File: config.mk
export PLATFORM = sky130hd
export DESIGN_NAME = morse_decoder_flat
export DESIGN_NICKNAME = d
export VERILOG_FILES = /design/src/rtl/morse_decoder_if.sv /design/src/rtl/morse_decoder.sv /design/src/flat_wrapper.sv
export SDC_FILE = /design/constraint.sdc
export NUM_CORES = 1
export LEC_CHECK = 0
export CAP_MARGIN = 10
export CORE_ASPECT_RATIO = 1.1
export CORE_UTILIZATION = 40
export CTS_CLUSTER_SIZE = 25
export DETAILED_ROUTE_END_ITERATION = 7
export GPL_ROUTABILITY_DRIVEN = 0
export PLACE_DENSITY = 0.62
export SETUP_SLACK_MARGIN = 0.2
export SLEW_MARGIN = 25
export SYNTH_ARGS = -nofsm -noshare
export SYNTH_HDL_FRONTEND = slang
export SYNTH_SLANG_ARGS = --single-unit
File: constraint.sdc
create_clock -name clk -period 3.03 [get_ports clk]
set_clock_uncertainty 0.05 [all_clocks]
set_input_delay 0.909 -clock clk [delete_from_list [all_inputs] [get_ports clk]]
set_output_delay 0.909 -clock clk [all_outputs]
set_load 0.02 [all_outputs]
File: src/rtl/morse_decoder_if.sv
// Morse decoder signal bundle: the keyed input and the decoded character /
// word-space outputs. The decoder takes the slave view; whoever drives the
// key and consumes characters takes the master view.
interface morse_decoder_if;
  logic       key_in;      // asynchronous key / tone envelope, 1 = mark
  logic       char_valid;  // one-cycle pulse: character decoded
  logic [5:0] char_bits;   // element i at bit i, 1 = dah
  logic [2:0] char_len;    // elements stored, 1..6
  logic       char_err;    // more than six elements were keyed
  logic       word_gap;    // one-cycle pulse: word space seen
  logic       busy;        // decoder not idle

  modport master (
    output key_in,
    input  char_valid, char_bits, char_len, char_err, word_gap, busy
  );

  modport slave (
    input  key_in,
    output char_valid, char_bits, char_len, char_err, word_gap, busy
  );
endinterface

File: src/rtl/morse_decoder.sv
// Morse key decoder. Times marks and spaces in quarter-unit ticks, classifies
// marks as dit/dah, assembles up to six elements per character and reports
// character and word boundaries from the length of the following space.
module morse_decoder #(
  parameter int unsigned QUARTER_CYCLES = 750000  // clk cycles per quarter unit
) (
  input logic            clk,
  input logic            rst,
  morse_decoder_if.slave bus
);

  typedef enum logic [1:0] {IDLE, MARK, SPACE} state_e;

  localparam logic [19:0] PRESC_LAST = 20'(QUARTER_CYCLES - 1);

  // Quarter-unit thresholds.
  localparam logic [7:0] GLITCH_Q = 8'd2;   // shorter marks are ignored
  localparam logic [7:0] DAH_Q    = 8'd8;   // marks at least this long are dahs
  localparam logic [7:0] CHAR_Q   = 8'd12;  // space length that ends a character
  localparam logic [7:0] WORD_Q   = 8'd28;  // space length that ends a word

  logic        key_meta_q, key_s_q;
  logic        armed_q;
  logic [19:0] presc_q, presc_d;
  logic [7:0]  qcnt_q, qcnt_d, qcnt_inc;
  logic        tick;
  state_e      state_q, state_d;
  logic [2:0]  sym_len_q, sym_len_d;
  logic [5:0]  sym_bits_q, sym_bits_d;
  logic        ovf_q, ovf_d;
  logic        word_pend_q, word_pend_d;
  logic        char_valid_q, char_valid_d;
  logic [5:0]  char_bits_q, char_bits_d;
  logic [2:0]  char_len_q, char_len_d;
  logic        char_err_q, char_err_d;
  logic        word_gap_q, word_gap_d;

  // Two-flop synchronizer for the key level; also tracks the arming condition.
  always_ff @(posedge clk) begin
    // NOTE: sequential state uses non-blocking assignments only, so every flop
    // samples the pre-edge value of its inputs regardless of statement order.
    if (rst) begin
      // NOTE: the synchronizer resets to "mark" so a key held through reset
      // must be seen low before the decoder can arm.
      key_meta_q <= 1'b1;
      key_s_q    <= 1'b1;
      armed_q    <= 1'b0;
    end else begin
      key_meta_q <= bus.key_in;
      key_s_q    <= key_meta_q;
      if (!key_s_q) armed_q <= 1'b1;
    end
  end

  assign tick     = (presc_q == PRESC_LAST);
  // Count including a tick landing this cycle, so a mark is measured to the
  // cycle its falling edge is seen rather than one quarter late.
  assign qcnt_inc = (tick && qcnt_q != 8'hFF) ? qcnt_q + 8'd1 : qcnt_q;

  // Prescaler and quarter counter restart whenever the state changes.
  always_comb begin
    presc_d = tick ? 20'd0 : presc_q + 20'd1;
    qcnt_d  = qcnt_inc;
    if (state_d != state_q) begin
      presc_d = 20'd0;
      qcnt_d  = 8'd0;
    end
  end

  // Next-state, element assembly and character / word reporting.
  always_comb begin
    // NOTE: every signal gets a default before any branch so no path leaves a
    // variable unassigned and no latch is inferred.
    state_d      = state_q;
    sym_len_d    = sym_len_q;
    sym_bits_d   = sym_bits_q;
    ovf_d        = ovf_q;
    word_pend_d  = word_pend_q;
    char_valid_d = 1'b0;
    char_bits_d  = char_bits_q;
    char_len_d   = char_len_q;
    char_err_d   = char_err_q;
    word_gap_d   = 1'b0;

    unique case (state_q)
      IDLE: begin
        if (key_s_q && armed_q) state_d = MARK;
      end

      MARK: begin
        if (!key_s_q) begin
          if (qcnt_inc < GLITCH_Q) begin
            state_d = (sym_len_q != 3'd0 || word_pend_q) ? SPACE : IDLE;
          end else begin
            if (sym_len_q < 3'd6) begin
              for (int i = 0; i < 6; i++) begin
                if (sym_len_q == 3'(i)) sym_bits_d[i] = (qcnt_inc >= DAH_Q);
              end
              sym_len_d = sym_len_q + 3'd1;
            end else begin
              ovf_d = 1'b1;
            end
            state_d = SPACE;
          end
        end
      end

      SPACE: begin
        if (qcnt_q == CHAR_Q && sym_len_q != 3'd0) begin
          char_valid_d = 1'b1;
          char_bits_d  = sym_bits_q;
          char_len_d   = sym_len_q;
          char_err_d   = ovf_q;
          sym_len_d    = 3'd0;
          sym_bits_d   = 6'd0;
          ovf_d        = 1'b0;
          word_pend_d  = 1'b1;
        end
        if (qcnt_q == WORD_Q && word_pend_q) begin
          word_gap_d  = 1'b1;
          word_pend_d = 1'b0;
          state_d     = IDLE;
        end
        if (key_s_q) state_d = MARK;
      end

      default: state_d = IDLE;
    endcase
  end

  // State, counters, character assembly and output registers.
  always_ff @(posedge clk) begin
    if (rst) begin
      state_q      <= IDLE;
      presc_q      <= 20'd0;
      qcnt_q       <= 8'd0;
      sym_len_q    <= 3'd0;
      sym_bits_q   <= 6'd0;
      ovf_q        <= 1'b0;
      word_pend_q  <= 1'b0;
      char_valid_q <= 1'b0;
      char_bits_q  <= 6'd0;
      char_len_q   <= 3'd0;
      char_err_q   <= 1'b0;
      word_gap_q   <= 1'b0;
    end else begin
      state_q      <= state_d;
      presc_q      <= presc_d;
      qcnt_q       <= qcnt_d;
      sym_len_q    <= sym_len_d;
      sym_bits_q   <= sym_bits_d;
      ovf_q        <= ovf_d;
      word_pend_q  <= word_pend_d;
      char_valid_q <= char_valid_d;
      char_bits_q  <= char_bits_d;
      char_len_q   <= char_len_d;
      char_err_q   <= char_err_d;
      word_gap_q   <= word_gap_d;
    end
  end

  assign bus.char_valid = char_valid_q;
  assign bus.char_bits  = char_bits_q;
  assign bus.char_len   = char_len_q;
  assign bus.char_err   = char_err_q;
  assign bus.word_gap   = word_gap_q;
  assign bus.busy       = (state_q != IDLE);

endmodule
File: src/flat_wrapper.sv
// flat-port wrapper written by rule: the top's interface ports become plain ports
module morse_decoder_flat 
#(
  parameter int unsigned QUARTER_CYCLES = 750000                                
)
  (clk, rst, bus_key_in, bus_char_valid, bus_char_bits, bus_char_len, bus_char_err, bus_word_gap, bus_busy);
  morse_decoder_if bus_i ();
  input logic clk;
  input logic rst;
  input wire logic [$bits(bus_i.key_in)-1:0] bus_key_in;
  output wire logic [$bits(bus_i.char_valid)-1:0] bus_char_valid;
  output wire logic [$bits(bus_i.char_bits)-1:0] bus_char_bits;
  output wire logic [$bits(bus_i.char_len)-1:0] bus_char_len;
  output wire logic [$bits(bus_i.char_err)-1:0] bus_char_err;
  output wire logic [$bits(bus_i.word_gap)-1:0] bus_word_gap;
  output wire logic [$bits(bus_i.busy)-1:0] bus_busy;
  assign bus_i.key_in = bus_key_in;
  assign bus_char_valid = bus_i.char_valid;
  assign bus_char_bits = bus_i.char_bits;
  assign bus_char_len = bus_i.char_len;
  assign bus_char_err = bus_i.char_err;
  assign bus_word_gap = bus_i.word_gap;
  assign bus_busy = bus_i.busy;
  morse_decoder #(.QUARTER_CYCLES(QUARTER_CYCLES)) u_core (.clk(clk), .rst(rst), .bus(bus_i));
endmodule
After elaboration in Yosys (flattened, before gate mapping)
Index checks and enable logic that the tools add are counted.
Widths: inputs -> output; s select.
- input bits: 3
- bits in registers: 56
- word-level logic and storage cells: 107
- add/sub/neg operators: 3
- multiplexer cells: 33
- bitwise gates (word level): 1
- eq/ne operators: 23
- reduce and logical (&&, ||, !) cells: 24
- $lt $le $gt $ge: 3
- operators with widths (kind ; number):
    $reduce_and 6->1 ; 6
    $mux 6 ; 4
    $add 20x1->20 const B ; 1
    $eq 20x20->1 const B ; 1
    $ne 2x1->1 const B ; 8
    $mux 1 ; 14
    $mux 2 ; 6
    $mux 3 ; 4
    $pmux 6 s2 ; 1
    $reduce_and 5->1 ; 2
    $add 8x1->8 const B ; 1
    $eq 8x4->1 const B ; 1
    $eq 8x5->1 const B ; 1
    $ge 8x4->1 const B ; 1
    $lt 8x2->1 const B ; 1
    $mux 8 ; 1
    $ne 8x8->1 const B ; 1
    $eq 3x2->1 const B ; 2
    $eq 3x3->1 const B ; 2
    $ne 2x2->1 const B ; 3
    $pmux 2 s3 ; 1
    $pmux 3 s2 ; 1
    $reduce_bool 2->1 ; 3
    $logic_and 1x1->1 ; 4
    15 further kinds ; 17

Logic depth before layout (Yosys ltp)
- word-level depth: 9
- gate-level depth with buffers: 12
- mapped depth without buffers: 9

Worst setup path before layout
No wires, ideal clock.
- path type: register to register
- from: register u_core.presc_q[6]
- to: register u_core.presc_q[12]
- period minus slack after synthesis: 3024 ps
- path slack: 6 ps
- stages on the path, launching flop included: 9
- arrival time: 2839 ps
- path buffers: 1
- cells stage by stage: dfxtp_1 or4b_1 or4_1 nor4b_1 xnor2_1 nand4_1 nor4_1 buf_2 nor4_1
- longest elaborated chain between the ends: 9
- ends and longest elaborated chain (item ; RTL line ; text):
    from (decl) ; morse_decoder.sv:24 ; logic [19:0] presc_q, presc_d;
    from (signal assigned) ; morse_decoder.sv:148 ; presc_q <= presc_d;
    $eq 20x20->1 ; morse_decoder.sv:55 ; assign tick = (presc_q == PRESC_LAST);
    $logic_and 1x1->1 ; morse_decoder.sv:58 ; assign qcnt_inc = (tick && qcnt_q != 8'hFF) ? qcnt_q + 8'd1 : qcnt_q;
    $mux 8 ; morse_decoder.sv:58 ;
    $lt 8x2->1 ; morse_decoder.sv:92 ; if (qcnt_inc < GLITCH_Q) begin
    $mux 2 ; morse_decoder.sv:92 ;
    $mux 2 ; morse_decoder.sv:91 ; if (!key_s_q) begin
    $pmux 2 s3 ; morse_decoder.sv:85 ; unique case (state_q)
    $ne 2x2->1 ; morse_decoder.sv:64 ; if (state_d != state_q) begin
    $reduce_or 3->1 (no line) ; - ;
Several ways; a longest one is shown, not always the timed one.
A chain may end at the register's enable or synchronous reset.

Final worst setup path
- from: register u_core.presc_q[10]
- to: register u_core.presc_q[10]
The elaborated chain is that of the path after synthesis.

==> results <==
- The total routed wire length on the met1 layer is between 3000 and 4000 um.
- The area growth from synthesis to layout is 27.35%.
- In this run the count of I/O pins placed on the die edge is 16.
- The post-synthesis net count is 358.
- The type of origin of the critical path is a flip-flop.
- Counting I/O delays and the setup requirement, the final critical path takes 2.916 ns.
- TritonCTS built the clock tree.
- The initial utilization of the core area, before any placement, comes to 0.4177.
- The maximum vdd drop is 0.0001590 V.
- Across all setup checks in the final design, the least slack found is 0.1141 ns.
- The non-filler instance count after layout is 468.
- Clock latency on the worst-skew pair, taken at its later pin, is 0.30 ns.
- The headroom to the max-slew limit is 0.6039.
- The share of synthesized area in the top cell type comes to 0.3787.
- Yosys printed 0 warnings.
- The overall die area is between 7000 and 8000 um^2.
- From left edge to right edge, the die measures 84.03 um.
- The most area-hungry cell type in the Yosys netlist is sky130_fd_sc_hd__dfxtp_1.
- The final count of pins violating max slew came to 0.
- The detailed placer's ending HPWL is approximately 4400 um.
- The maximum number of pins on one net before global-route repair is 25.
- Of the cells placed in the final design, the portion with a size suffix greater than 1 is 0.2115.
- The final critical-path share of the clock period is 0.9623.
- The H-tree was split into 2 levels.
- The type of element capturing the critical path is a flip-flop.
- In this run the static leakage power is ~1.3 nW.
- The run finished, with violations left.
- The worst-case hold slack is about 0.36 ns.
- Wires add up to 6673 um.
- The via count of the first global-routing pass came to 2536.
- The core footprint is slightly above 7000 um^2.
- In this run the worst path has a maximum fanout of 8.
- The root cell of the clock tree is sky130_fd_sc_hd__clkbuf_8.
- For this run, the register share of the synthesized area comes to 0.3787.
- For this run, the total global-route usage over all layers was measured as 0.1864.
- The compound-cell area share of the yosys netlist is 0.1314.
- The number of buffers created by CTS is 5.
- 0 antenna diodes ended up in the layout.
- The share of synthesized cell area in full adder, half adder and majority cells is 0.05072.
- The highest metal layer carrying signal wires in the routed design is met4.
- The initial antenna violation count is 0.
- The first TritonRoute pass finished after 6 iterations.
- The detailed router finished its first iteration with 64 violations.
- The power density over the cells is 345.7 nW/um^2.
- The top achievable clock speed is 343.0 MHz.
- The type of the most critical hold path is flip-flop to flip-flop.
- In this run the register-to-register setup slack is 0.11 ns.
- The multiplexer share of the synthesized area is 0.05114.
- Wire segments on met2 add up to ~3400 um in the final route.
- For this run, design rule violations remaining after detail routing come to 6.
- Yosys attributes the largest share of cell area to sky130_fd_sc_hd__dfxtp_1 38%, sky130_fd_sc_hd__ha_1 5.1%, sky130_fd_sc_hd__mux2i_1 4.7%, sky130_fd_sc_hd__nor2_1 4.4%, sky130_fd_sc_hd__xor2_1 4.1%.
- The main combinational cell family by area after synthesis is simple AND/OR/NAND/NOR gates.
- After detailed placement, the total cell area comes to 3377 um^2.
- The synthesized design contains 56 register bits.
- The number of flops mapped to enable cells by yosys is 0.
- The max-cap check violation count is 0.
- For this run, the share of the core covered by cells in the final layout is 0.5320.
- Adding up every negative setup slack in the final design gives 0 ns.
- The total overflow reported by the global router is 0.
- After detailed routing, the number of vias per cell comes to between 5 and 6.
- For the worst setup path, the data required time is 3.21 ns.
- The gate count of the mapped netlist is 343.
- The main flop type after synthesis is sky130_fd_sc_hd__dfxtp_1.
- The power consumption is 1.303 mW.
- The wire length of the first global-routing pass is 11660 um.
- The critical path start-end classification is flip-flop to flip-flop.
- The clock passes through at most 2 buffers.
- Averaged over all synthesized cells, the footprint is 8.631 um^2.
- The fraction of synthesized cell area in xor and xnor cells is 0.07396.
- The post-placement setup slack is 0.1253 ns.
- After the last flow step, the layout net total stands at 398.
- The count of clock tree sinks is 56.
- The final reports fail on design-rule violations.
- The number of placement rows is 32.
- The synthesized netlist occupies a cell area of approximately 3000 um^2.
- The final count of hold timing violations is 0.
- Setup violations remaining at the end of the flow were counted as 0.
- Detailed routing placed a total of ~150 um of wire on met3.
- Once layout is done, the placed cells without fillers occupy 3770 um^2.
- Setup repair after global routing could not meet its margin everywhere.
- Once detail routing completed, the nets flagged for antenna violations numbered 0.
- The arrival time at the worst endpoint is 3.10 ns.
- Counting tap cells, the placed design contains a total of approximately 440 instances.
- The count of different cell masters after synthesis is 50.
- The fraction of synthesis flops using an asynchronous set or reset pin is 0.
- During placement, the flow inserted port buffers numbering 15.
- After clock tree synthesis, the clock-pin slew on the worst setup and hold paths is ~0.090 ns.
- Of the total synthesized cell area, the portion taken by AND, OR, NAND and NOR gates is 0.2735.
- The final routed wire length divided by cell count is between 10 and 15 um.
- The slew at the pin with the worst max-slew slack is 0.5934 ns.
- The routed layout has 2552 vias.
- The height of the die is about 90 um.
==> placed cells by master (no fill, tap or decap), drive strengths merged, types with 8 or more instances in the layout <==
| cell | n |
|---|---|
| dfxtp | 56 |
| mux2i | 14 |
| nand4 | 10 |
| nand2 | 29 |
| ha | 12 |
| xnor2 | 11 |
| nand3 | 13 |
| nor3 | 14 |
| a21oi | 12 |
| buf | 32 |
| inv | 12 |
| xor2 | 14 |
| o21ai | 12 |
| nor4 | 14 |
| and2 | 8 |
| clkdlybuf4s50 | 14 |
| nor2 | 35 |
==> critical path, stage by stage (launching register included) <==
cell and delay, ns:
sky130_fd_sc_hd__dfxtp_2 0.33, sky130_fd_sc_hd__or4b_4 0.53, sky130_fd_sc_hd__or4_4 0.52, sky130_fd_sc_hd__nor4b_4 0.30, sky130_fd_sc_hd__xnor2_2 0.15, sky130_fd_sc_hd__nand4_1 0.14, sky130_fd_sc_hd__buf_4 0.18, sky130_fd_sc_hd__a21o_4 0.23
sky130_fd_sc_hd__buf_12 0.15, sky130_fd_sc_hd__buf_12 0.14, sky130_fd_sc_hd__nor3_2 0.13
==> flip-flops by register name, indices dropped and copies added, names as in the netlist <==
name,flops
u_core.key_meta_q,1
u_core.bus.char_len,3
u_core.bus.char_bits,6
u_core.armed_q,1
u_core.bus.char_err,1
u_core.state_q,2
u_core.sym_len_q,3
u_core.word_pend_q,1
u_core.bus.char_valid,1
u_core.presc_q,20
u_core.sym_bits_q,6
u_core.ovf_q,1
u_core.key_s_q,1
u_core.bus.word_gap,1
u_core.qcnt_q,8
==> synthesized netlist by cell type, types with 6 or more instances <==
cell type                  number
sky130_fd_sc_hd__a21oi_1       12
sky130_fd_sc_hd__and2_1         8
sky130_fd_sc_hd__clkbuf_1       8
sky130_fd_sc_hd__dfxtp_1       56
sky130_fd_sc_hd__ha_1          12
sky130_fd_sc_hd__inv_1         12
sky130_fd_sc_hd__mux2i_1       14
sky130_fd_sc_hd__nand2_1       29
sky130_fd_sc_hd__nand3_1       13
sky130_fd_sc_hd__nand4_1       10
sky130_fd_sc_hd__nor2_1        35
sky130_fd_sc_hd__nor2b_1        6
sky130_fd_sc_hd__nor3_1        14
sky130_fd_sc_hd__nor4_1        10
sky130_fd_sc_hd__o21ai_0       12
sky130_fd_sc_hd__xnor2_1       11
sky130_fd_sc_hd__xor2_1        14
==> kinds of logic (layout without fill, tap and decap cells) <==
group	after synthesis	in the layout
simple gates	152	152
compound gates	56	56
flops	56	56
buf+inv	27	67
xor+xnor	25	25
mux	15	15
fa+ha+maj	12	12
==> power breakdown <==
group | total [mW] | switching (mW) | internal, mW | leakage (nW)
sequential | 0.761 | 0.0143 | 0.747 | 0.454
clock | 0.389 | 0.231 | 0.158 | 0.0410
combinational | 0.153 | 0.0827 | 0.0707 | 0.789
==> final cells by class <==
class	count	area, um^2
multi-input combinational	260	1923
sequential	56	1125
tap	85	106.4
fill	662	3317
inverter	13	48.80
timing repair buffer	47	489.2
clock inverter	1	5.005
clock buffer	6	72.57
==> timing repair <==
| item | CTS | global route |
|---|---|---|
| setup buffers | 14 | 0 |
| hold buffers | 0 | 0 |
| resized for setup | 15 | 17 |
| gates cloned | 3 | 0 |
| pin swaps | 21 | 10 |
| endpoints found under the setup margin | 29 | 37 |
==> path summary, 6_finish.rpt <==
path | startpoint | endpoint | cells after the start
hold reg to reg | u_core.key_meta_q$_SDFF_PP1_ | u_core.key_s_q$_SDFF_PP1_ | 1
setup reg to reg | u_core.presc_q[10]$_SDFF_PP0_ | u_core.presc_q[10]$_SDFF_PP0_ | 10
setup / recovery | u_core.presc_q[10]$_SDFF_PP0_ | u_core.presc_q[10]$_SDFF_PP0_ | 10
hold / removal | u_core.key_meta_q$_SDFF_PP1_ | u_core.key_s_q$_SDFF_PP1_ | 1
==> metal layers <==
metal,up-vias,global-route usage
li1,1309,-
met2,34,0.3429
met5,-,0
met1,1203,0.2227
met3,6,0.02880
met4,0,0.05316
Power figures use the tool's default switching activity.
